<file path="config.mk">
export PLATFORM = sky130hd
export DESIGN_NAME = control_multi_param_flat
export DESIGN_NICKNAME = d
export VERILOG_FILES = /design/src/rtl/control_multi_param_if.sv /design/src/rtl/control_multi_param.sv /design/src/flat_wrapper.sv
export SDC_FILE = /design/constraint.sdc
export NUM_CORES = 1
export LEC_CHECK = 0
export ABC_AREA = 1
export BUFFER_PORTS_ARGS = -buffer_cell sky130_fd_sc_hd__buf_2
export CAP_MARGIN = 40
export CORE_MARGIN = 5
export CORE_UTILIZATION = 25
export CTS_CLUSTER_DIAMETER = 50
export DETAILED_ROUTE_END_ITERATION = 10
export GPL_TIMING_DRIVEN = 0
export HOLD_SLACK_MARGIN = 0.02
export PLACE_DENSITY = 0.53
export SLEW_MARGIN = 5
export SYNTH_ARGS = -nofsm -noshare
export SYNTH_HDL_FRONTEND = slang
export SYNTH_SLANG_ARGS = --single-unit
export TNS_END_PERCENT = 100
</file>
<file path="constraint.sdc">
create_clock -name iCLK -period 3.8 [get_ports iCLK]
set_clock_uncertainty 0.15 [all_clocks]
set_input_delay 0.76 -clock iCLK [delete_from_list [all_inputs] [get_ports iCLK]]
set_output_delay 0.76 -clock iCLK [all_outputs]
set_load 0.1 [all_outputs]
</file>
<file path="src/rtl/control_multi_param_if.sv">
`default_nettype none
// ============================================================================
// control_multi_param_if : IR fields, memory/mul-div handshakes and datapath controls
// Rev 1.0
// ============================================================================
interface control_multi_param_if;
  logic [6:0] iOpcode;
  logic [6:0] iFunct7;
  logic       iMemReady;
  logic       iMulDivDone;

  logic       oEscreveIR;
  logic       oEscrevePC;
  logic       oEscrevePCCond;
  logic       oEscrevePCBack;
  logic [1:0] oOrigAULA;
  logic [1:0] oOrigBULA;
  logic [1:0] oMem2Reg;
  logic [1:0] oALUOp;
  logic       oOrigPC;
  logic       oIouD;
  logic       oRegWrite;
  logic       oMemWrite;
  logic       oMemRead;
  logic       oMulDivStart;
  logic       oTrap;
  logic       oInstrRetired;
  logic [3:0] oState;

  // Datapath / instruction-register side
  modport master (
    output iOpcode, iFunct7, iMemReady, iMulDivDone,
    input  oEscreveIR, oEscrevePC, oEscrevePCCond, oEscrevePCBack,
    input  oOrigAULA, oOrigBULA, oMem2Reg, oALUOp,
    input  oOrigPC, oIouD, oRegWrite, oMemWrite, oMemRead,
    input  oMulDivStart, oTrap, oInstrRetired, oState
  );

  // Control unit side
  modport slave (
    input  iOpcode, iFunct7, iMemReady, iMulDivDone,
    output oEscreveIR, oEscrevePC, oEscrevePCCond, oEscrevePCBack,
    output oOrigAULA, oOrigBULA, oMem2Reg, oALUOp,
    output oOrigPC, oIouD, oRegWrite, oMemWrite, oMemRead,
    output oMulDivStart, oTrap, oInstrRetired, oState
  );
endinterface
`default_nettype wire

</file>
<file path="src/rtl/control_multi_param.sv">
`default_nettype none
// ============================================================================
// control_multi_param : parametrised multicycle RV32I control FSM with wait states,
// M-extension handshake, AUIPC, illegal-opcode trap and retire strobe.  Rev 1.0
// ============================================================================
module control_multi_param #(
  parameter int MEM_LAT         = 1,
  parameter int USE_MEM_READY   = 0,
  parameter int ENABLE_MEXT     = 1,
  parameter int TRAP_ON_ILLEGAL = 1
) (
  input  logic                  iCLK,
  input  logic                  iRST_N,
  control_multi_param_if.slave  bus
);

  generate
    if (MEM_LAT < 1 || MEM_LAT > 15) begin : g_bad_mem_lat
      $error("control_multi_param: MEM_LAT must be in 1..15");
    end
  endgenerate

  localparam logic [6:0] C_OP_LOAD   = 7'b0000011;
  localparam logic [6:0] C_OP_STORE  = 7'b0100011;
  localparam logic [6:0] C_OP_BRANCH = 7'b1100011;
  localparam logic [6:0] C_OP_JAL    = 7'b1101111;
  localparam logic [6:0] C_OP_JALR   = 7'b1100111;
  localparam logic [6:0] C_OP_OPIMM  = 7'b0010011;
  localparam logic [6:0] C_OP_RTYPE  = 7'b0110011;
  localparam logic [6:0] C_OP_LUI    = 7'b0110111;
  localparam logic [6:0] C_OP_AUIPC  = 7'b0010111;
  localparam logic [6:0] C_F7_MULDIV = 7'b0000001;
  localparam logic [3:0] C_LAT_LAST  = 4'(MEM_LAT - 1);

  typedef enum logic [3:0] {
    S_FETCH  = 4'd0,
    S_FWAIT  = 4'd1,
    S_DECODE = 4'd2,
    S_ADDR   = 4'd3,
    S_LWAIT  = 4'd4,
    S_LWB    = 4'd5,
    S_SWAIT  = 4'd6,
    S_RTYPE  = 4'd7,
    S_ALUWB  = 4'd8,
    S_BRANCH = 4'd9,
    S_JAL    = 4'd10,
    S_JALR   = 4'd11,
    S_LUI    = 4'd12,
    S_AUIPC  = 4'd13,
    S_MULDIV = 4'd14,
    S_TRAP   = 4'd15
  } state_t;

  state_t     state_q, state_d;
  logic [3:0] cnt_q, cnt_d;
  logic       mdu_first_q, mdu_first_d;

  logic       w_mc;
  logic       w_in_wait;
  logic       w_illegal;
  state_t     w_dec_next;

  logic       w_escreve_ir;
  logic       w_escreve_pc;
  logic       w_escreve_pc_cond;
  logic       w_escreve_pc_back;
  logic [1:0] w_orig_a;
  logic [1:0] w_orig_b;
  logic [1:0] w_mem2reg;
  logic [1:0] w_alu_op;
  logic       w_orig_pc;
  logic       w_iou_d;
  logic       w_reg_write;
  logic       w_mem_write;
  logic       w_mem_read;
  logic       w_muldiv_start;
  logic       w_trap;
  logic       w_retired;

  // Memory completion: external handshake or internal wait-state counter
  assign w_mc      = (USE_MEM_READY != 0) ? bus.iMemReady : (cnt_q == C_LAT_LAST);
  assign w_in_wait = (state_q == S_FWAIT) || (state_q == S_LWAIT) || (state_q == S_SWAIT);

  always_comb begin
    w_dec_next = S_FETCH;
    w_illegal  = 1'b0;
    case (bus.iOpcode)
      C_OP_LOAD, C_OP_STORE: w_dec_next = S_ADDR;
      C_OP_BRANCH:           w_dec_next = S_BRANCH;
      C_OP_JAL:              w_dec_next = S_JAL;
      C_OP_JALR:             w_dec_next = S_JALR;
      C_OP_OPIMM:            w_dec_next = S_RTYPE;
      C_OP_LUI:              w_dec_next = S_LUI;
      C_OP_AUIPC:            w_dec_next = S_AUIPC;
      C_OP_RTYPE: begin
        if (bus.iFunct7 == C_F7_MULDIV) begin
          if (ENABLE_MEXT != 0) w_dec_next = S_MULDIV;
          else                  w_illegal  = 1'b1;
        end else begin
          w_dec_next = S_RTYPE;
        end
      end
      default:               w_illegal = 1'b1;
    endcase
    if (w_illegal) w_dec_next = (TRAP_ON_ILLEGAL != 0) ? S_TRAP : S_FETCH;
  end

  always_comb begin
    state_d           = state_q;
    w_escreve_ir      = 1'b0;
    w_escreve_pc      = 1'b0;
    w_escreve_pc_cond = 1'b0;
    w_escreve_pc_back = 1'b0;
    w_orig_a          = 2'b00;
    w_orig_b          = 2'b00;
    w_mem2reg         = 2'b00;
    w_alu_op          = 2'b00;
    w_orig_pc         = 1'b0;
    w_iou_d           = 1'b0;
    w_reg_write       = 1'b0;
    w_mem_write       = 1'b0;
    w_mem_read        = 1'b0;
    w_muldiv_start    = 1'b0;
    w_trap            = 1'b0;
    w_retired         = 1'b0;
    case (state_q)
      S_FETCH: begin
        w_orig_a   = 2'b10;
        w_orig_b   = 2'b01;
        w_mem_read = 1'b1;
        state_d    = S_FWAIT;
      end
      S_FWAIT: begin
        w_orig_a   = 2'b10;
        w_orig_b   = 2'b01;
        w_mem_read = 1'b1;
        if (w_mc) begin
          w_escreve_ir      = 1'b1;
          w_escreve_pc      = 1'b1;
          w_escreve_pc_back = 1'b1;
          state_d           = S_DECODE;
        end
      end
      S_DECODE: begin
        w_orig_a  = 2'b00;
        w_orig_b  = 2'b10;
        state_d   = w_dec_next;
        // Illegal opcode demoted to a NOP still counts as a retired instruction
        w_retired = w_illegal && (TRAP_ON_ILLEGAL == 0);
      end
      S_ADDR: begin
        w_orig_a = 2'b01;
        w_orig_b = 2'b10;
        state_d  = (bus.iOpcode == C_OP_STORE) ? S_SWAIT : S_LWAIT;
      end
      S_LWAIT: begin
        w_iou_d    = 1'b1;
        w_mem_read = 1'b1;
        if (w_mc) state_d = S_LWB;
      end
      S_LWB: begin
        w_mem2reg   = 2'b10;
        w_reg_write = 1'b1;
        w_retired   = 1'b1;
        state_d     = S_FETCH;
      end
      S_SWAIT: begin
        w_iou_d     = 1'b1;
        w_mem_write = 1'b1;
        if (w_mc) begin
          w_retired = 1'b1;
          state_d   = S_FETCH;
        end
      end
      S_RTYPE: begin
        w_orig_a = 2'b01;
        w_orig_b = (bus.iOpcode == C_OP_OPIMM) ? 2'b10 : 2'b00;
        w_alu_op = 2'b10;
        state_d  = S_ALUWB;
      end
      S_ALUWB: begin
        w_reg_write = 1'b1;
        w_retired   = 1'b1;
        state_d     = S_FETCH;
      end
      S_BRANCH: begin
        w_orig_a          = 2'b01;
        w_orig_b          = 2'b00;
        w_escreve_pc_cond = 1'b1;
        w_orig_pc         = 1'b1;
        w_alu_op          = 2'b01;
        w_retired         = 1'b1;
        state_d           = S_FETCH;
      end
      S_JAL: begin
        w_escreve_pc = 1'b1;
        w_orig_pc    = 1'b1;
        w_mem2reg    = 2'b01;
        w_reg_write  = 1'b1;
        w_retired    = 1'b1;
        state_d      = S_FETCH;
      end
      S_JALR: begin
        w_orig_a     = 2'b01;
        w_orig_b     = 2'b10;
        w_escreve_pc = 1'b1;
        w_mem2reg    = 2'b01;
        w_reg_write  = 1'b1;
        w_retired    = 1'b1;
        state_d      = S_FETCH;
      end
      S_LUI: begin
        w_orig_b = 2'b10;
        w_alu_op = 2'b11;
        state_d  = S_ALUWB;
      end
      S_AUIPC: begin
        w_orig_a = 2'b00;
        w_orig_b = 2'b10;
        w_alu_op = 2'b00;
        state_d  = S_ALUWB;
      end
      S_MULDIV: begin
        w_orig_a       = 2'b01;
        w_orig_b       = 2'b00;
        w_alu_op       = 2'b10;
        w_muldiv_start = mdu_first_q;
        if (bus.iMulDivDone) state_d = S_ALUWB;
      end
      S_TRAP: begin
        w_trap  = 1'b1;
        state_d = S_TRAP;
      end
    endcase
  end

  // Counter runs only while staying in a wait state, so every entry starts from zero
  assign cnt_d       = (w_in_wait && (state_d == state_q)) ? (cnt_q + 4'd1) : 4'd0;
  assign mdu_first_d = (state_d == S_MULDIV) && (state_q != S_MULDIV);

  always_ff @(posedge iCLK or negedge iRST_N) begin
    if (!iRST_N) begin
      state_q     <= S_FETCH;
      cnt_q       <= 4'd0;
      mdu_first_q <= 1'b0;
    end else begin
      state_q     <= state_d;
      cnt_q       <= cnt_d;
      mdu_first_q <= mdu_first_d;
    end
  end

  assign bus.oEscreveIR     = w_escreve_ir;
  assign bus.oEscrevePC     = w_escreve_pc;
  assign bus.oEscrevePCCond = w_escreve_pc_cond;
  assign bus.oEscrevePCBack = w_escreve_pc_back;
  assign bus.oOrigAULA      = w_orig_a;
  assign bus.oOrigBULA      = w_orig_b;
  assign bus.oMem2Reg       = w_mem2reg;
  assign bus.oALUOp         = w_alu_op;
  assign bus.oOrigPC        = w_orig_pc;
  assign bus.oIouD          = w_iou_d;
  assign bus.oRegWrite      = w_reg_write;
  assign bus.oMemWrite      = w_mem_write;
  assign bus.oMemRead       = w_mem_read;
  assign bus.oMulDivStart   = w_muldiv_start;
  assign bus.oTrap          = w_trap;
  assign bus.oInstrRetired  = w_retired;
  assign bus.oState         = state_q;

endmodule
`default_nettype wire

</file>
<file path="src/flat_wrapper.sv">
// flat-port wrapper written by rule: the top's interface ports become plain ports
module control_multi_param_flat 
#(
  parameter int MEM_LAT         = 1,
  parameter int USE_MEM_READY   = 0,
  parameter int ENABLE_MEXT     = 1,
  parameter int TRAP_ON_ILLEGAL = 1
)
  (iCLK, iRST_N, bus_iOpcode, bus_iFunct7, bus_iMemReady, bus_iMulDivDone, bus_oEscreveIR, bus_oEscrevePC, bus_oEscrevePCCond, bus_oEscrevePCBack, bus_oOrigAULA, bus_oOrigBULA, bus_oMem2Reg, bus_oALUOp, bus_oOrigPC, bus_oIouD, bus_oRegWrite, bus_oMemWrite, bus_oMemRead, bus_oMulDivStart, bus_oTrap, bus_oInstrRetired, bus_oState);
  control_multi_param_if bus_i ();
  input  logic iCLK;
  input  logic iRST_N;
  input wire logic [$bits(bus_i.iOpcode)-1:0] bus_iOpcode;
  input wire logic [$bits(bus_i.iFunct7)-1:0] bus_iFunct7;
  input wire logic [$bits(bus_i.iMemReady)-1:0] bus_iMemReady;
  input wire logic [$bits(bus_i.iMulDivDone)-1:0] bus_iMulDivDone;
  output wire logic [$bits(bus_i.oEscreveIR)-1:0] bus_oEscreveIR;
  output wire logic [$bits(bus_i.oEscrevePC)-1:0] bus_oEscrevePC;
  output wire logic [$bits(bus_i.oEscrevePCCond)-1:0] bus_oEscrevePCCond;
  output wire logic [$bits(bus_i.oEscrevePCBack)-1:0] bus_oEscrevePCBack;
  output wire logic [$bits(bus_i.oOrigAULA)-1:0] bus_oOrigAULA;
  output wire logic [$bits(bus_i.oOrigBULA)-1:0] bus_oOrigBULA;
  output wire logic [$bits(bus_i.oMem2Reg)-1:0] bus_oMem2Reg;
  output wire logic [$bits(bus_i.oALUOp)-1:0] bus_oALUOp;
  output wire logic [$bits(bus_i.oOrigPC)-1:0] bus_oOrigPC;
  output wire logic [$bits(bus_i.oIouD)-1:0] bus_oIouD;
  output wire logic [$bits(bus_i.oRegWrite)-1:0] bus_oRegWrite;
  output wire logic [$bits(bus_i.oMemWrite)-1:0] bus_oMemWrite;
  output wire logic [$bits(bus_i.oMemRead)-1:0] bus_oMemRead;
  output wire logic [$bits(bus_i.oMulDivStart)-1:0] bus_oMulDivStart;
  output wire logic [$bits(bus_i.oTrap)-1:0] bus_oTrap;
  output wire logic [$bits(bus_i.oInstrRetired)-1:0] bus_oInstrRetired;
  output wire logic [$bits(bus_i.oState)-1:0] bus_oState;
  assign bus_i.iOpcode = bus_iOpcode;
  assign bus_i.iFunct7 = bus_iFunct7;
  assign bus_i.iMemReady = bus_iMemReady;
  assign bus_i.iMulDivDone = bus_iMulDivDone;
  assign bus_oEscreveIR = bus_i.oEscreveIR;
  assign bus_oEscrevePC = bus_i.oEscrevePC;
  assign bus_oEscrevePCCond = bus_i.oEscrevePCCond;
  assign bus_oEscrevePCBack = bus_i.oEscrevePCBack;
  assign bus_oOrigAULA = bus_i.oOrigAULA;
  assign bus_oOrigBULA = bus_i.oOrigBULA;
  assign bus_oMem2Reg = bus_i.oMem2Reg;
  assign bus_oALUOp = bus_i.oALUOp;
  assign bus_oOrigPC = bus_i.oOrigPC;
  assign bus_oIouD = bus_i.oIouD;
  assign bus_oRegWrite = bus_i.oRegWrite;
  assign bus_oMemWrite = bus_i.oMemWrite;
  assign bus_oMemRead = bus_i.oMemRead;
  assign bus_oMulDivStart = bus_i.oMulDivStart;
  assign bus_oTrap = bus_i.oTrap;
  assign bus_oInstrRetired = bus_i.oInstrRetired;
  assign bus_oState = bus_i.oState;
  control_multi_param #(.MEM_LAT(MEM_LAT), .USE_MEM_READY(USE_MEM_READY), .ENABLE_MEXT(ENABLE_MEXT), .TRAP_ON_ILLEGAL(TRAP_ON_ILLEGAL)) u_core (.iCLK(iCLK), .iRST_N(iRST_N), .bus(bus_i));
endmodule
</file>
==> flow_summary.ini <==
[status]
outcome = finished clean

[yosys]
synth_top_area_share_pct = 24.00
ys_warn_count = 0
synth_compound_area_share_pct = 11.33
syn-mean-instance-area_um2 = 5.939
yosys-top-cells-area = dfrtp_1 24%, nor2_1 15%, nand2_1 12%, inv_1 11%, nand3_1 8.0%
synthMuxAreaShare_pct = 0
synthAdderAreaFrac_pct = 2.667
synth_area_um2 = 938.4
synth_top_family_by_area = simple AND/OR/NAND/NOR gates
yosys_register_bits = 9
yosys.area.top_type = dfrtp_1
synthSimpleGateAreaFrac_pct = 44.93
synth_seq_area_share_pct = 24.00
synth_fp_nets = 178
synth_xor_area_share_pct = 1.867
synth.distinct_cells = 25
syn-instance-count = 158

[floorplanning]
start_util_pct = 25.63
die_area_mm2 = 0.005079
core_mm2 = 0.003661
die_x_um = 71.27
die_h_um = 71.27
rows = 22
io_pins = 42

[timing]
hold_viol = 0
whs_ps = 228.7
grt_setup_unrepaired = false
slew_violations = 0
final.setup.tns_ps = 0
fin_crit_ps = 2916
relSlewSlack_pct = 67.32
max_freq_ghz = 0.3430
tightest_slew_ps = 493.6
fin_crit_sh_pct = 76.73
setup_viol = 0
finalWorstSetupSlack_ps = 884.3

[drt]
antenna_left = 0
drcViolationCount = 0
wirelength_mm = 2.562
drtIter0Drc = 48
wire_per_inst_um = 10.25
firstDrtPassIters = 4
vias = 1069
via_per_inst = 4.276

[final_layout]
most-common-layout-cells = 40 x buf_2, 35 x nor2_1, 29 x nand2_1
area_delta_synth_final_pct = 34.27
nets = 223
antenna_cells = 0
mostFrequentLayoutCell = buf_2
drive_gt1_share_pct = 31.19
post-route-cell-area_mm2 = 0.001260

[clocking]
hold_buffers = 0
clock_latency_ps = 220
root_buffer = clkbuf_8
cts_tree = done
cts_post_setup_buffers_inserted = 0
cts_buffers = 3
htree_levels = 1
clk_path_buf_depth = 2
cts_resized = 0
clk_pin_slew_ps = 40
cts.sinks = 9

[pwr]
p_comb_share_pct = 9.5
p_clk_share_pct = 47.6
p_int_mw = 0.1780
power_switching_mw = 0.04620
leakage_nw = 0.6615
p_sw_share_pct = 20.61
p_per_area_mw_per_mm2 = 177.9
peakVddDrop_uv = 57.71
totalPowerFinal_mw = 0.2242
seqPwrFrac_pct = 42.9

[worst_setup_path]
timing.rr.start = u_core.bus.oState[1]
r2r_cells = 10
worstPathMaxFanout = 10
r2r_setup_slack_ps = 1900
end_kind = output pin
critical_path.startpoint = u_core.bus.oState[1]
cp-start-kind = flop
critical_path_class = reg -> out
required_ps = 2890
crit_arrival_ps = 2010

[placed_design]
place.gp.congestion = 0.8043
port_buffers = 40
placed_area_mm2 = 0.001215
dp_hpwl_mm = 2.235
place_ws_ps = 940.1

[global_route]
grt_pass1_vias = 993
grt_overflow = 0
antenna_found_initial = 0
grt_pass1_wl_mm = 4.278
track_usage_pct = 9.869
grt_max_degree = 11

[run]
drv_cap = 0

[hold_path]
hold_path_class = in -> async
[critical path, stage by stage (launching register included)]
cell,delay [ps]
dfrtp_1,400
buf_4,190
nor2_1,150
inv_1,150
nor2_1,140
nand2_1,140
inv_1,90
buf_4,100
buf_2,410
[final cells by class]
class | instances | area (um2)
fillers | 415 | 2401
multi-input cells | 115 | 585.6
flip-flops and latches | 9 | 226.5
repair buffers | 40 | 200.2
inverters | 31 | 116.4
well taps | 48 | 60.06
clock buffers | 4 | 45.04
plain buffers | 3 | 26.28
[Yosys cell counts]
library cell	instances
nor2_1	37
nand2_1	29
inv_1	28
nand3_1	15
dfrtp_1	9
o21ai_0	7
o211ai_1	5
nand2_2	4
a21oi_1	3
inv_2	3
buf_4	2
ha_1	2
nor2_2	2
and2_1	1
buf_6	1
nand3_2	1
nand4_1	1
nand4_2	1
nor2_4	1
nor3_1	1
nor3_2	1
o211ai_2	1
o22ai_1	1
xnor2_1	1
xor2_1	1
[kinds of logic after synthesis]
group                      after synthesis
xor gates and xnor gates                 2
DFF                                      9
AOI/OAI and AO/OA                       17
buffers and inverters                   34
and+or+nand+nor                         94
adders and majority gates                2
[state kept, by name, summed over array words and instances, names as in the netlist]
name / cells
u_core.mdu_first_q: 1
u_core.bus.oState: 4
u_core.cnt_q: 4
[path summary, 6_finish.rpt]
| kind | end |
|---|---|
| max | bus_oEscrevePCBack |
| min | u_core.cnt_q[0] |
| max reg2reg | u_core.mdu_first_q |
| min reg2reg | u_core.cnt_q[0] |
| max in group asynchronous | u_core.bus.oState[0] |
| min in group iCLK | u_core.cnt_q[0] |
[power groups by stage]
| stage | combinational [mW] | clock [mW] | sequential [mW] |
|---|---|---|---|
| 6_report | 0.0214 | 0.107 | 0.0962 |
| 5_1_grt | 0.0246 | 0.115 | 0.0961 |
| 4_1_cts | 0.0217 | 0.110 | 0.0962 |
| 3_5_place_dp | 0.0217 | 0 | 0.0976 |
| 3_3_place_gp | 0.0215 | 0 | 0.0976 |
| 2_1_floorplan | 0.00870 | 0 | 0.0976 |
[metal layers]
layer / routed length, um / vias to the layer above / part of all wire (%) / GRT usage, %
met5: 0 / - / 0 / 0
met2: 1198 / 30 / 47 / 16.94
met4: 0 / 0 / 0 / 2.505
li1: - / 580 / - / -
met3: 179 / 0 / 7.0 / 1.683
met1: 1183 / 459 / 46 / 12.78
[stage by stage]
step                      std cells  util [%]
after detailed placement        246     33.19
after floorplan                 158         -
after global routing            250     34.42
after CTS                       250     34.42
after global placement          246     33.19
final                           250     34.42
No activity file was read; power rests on OpenSTA's default activity.
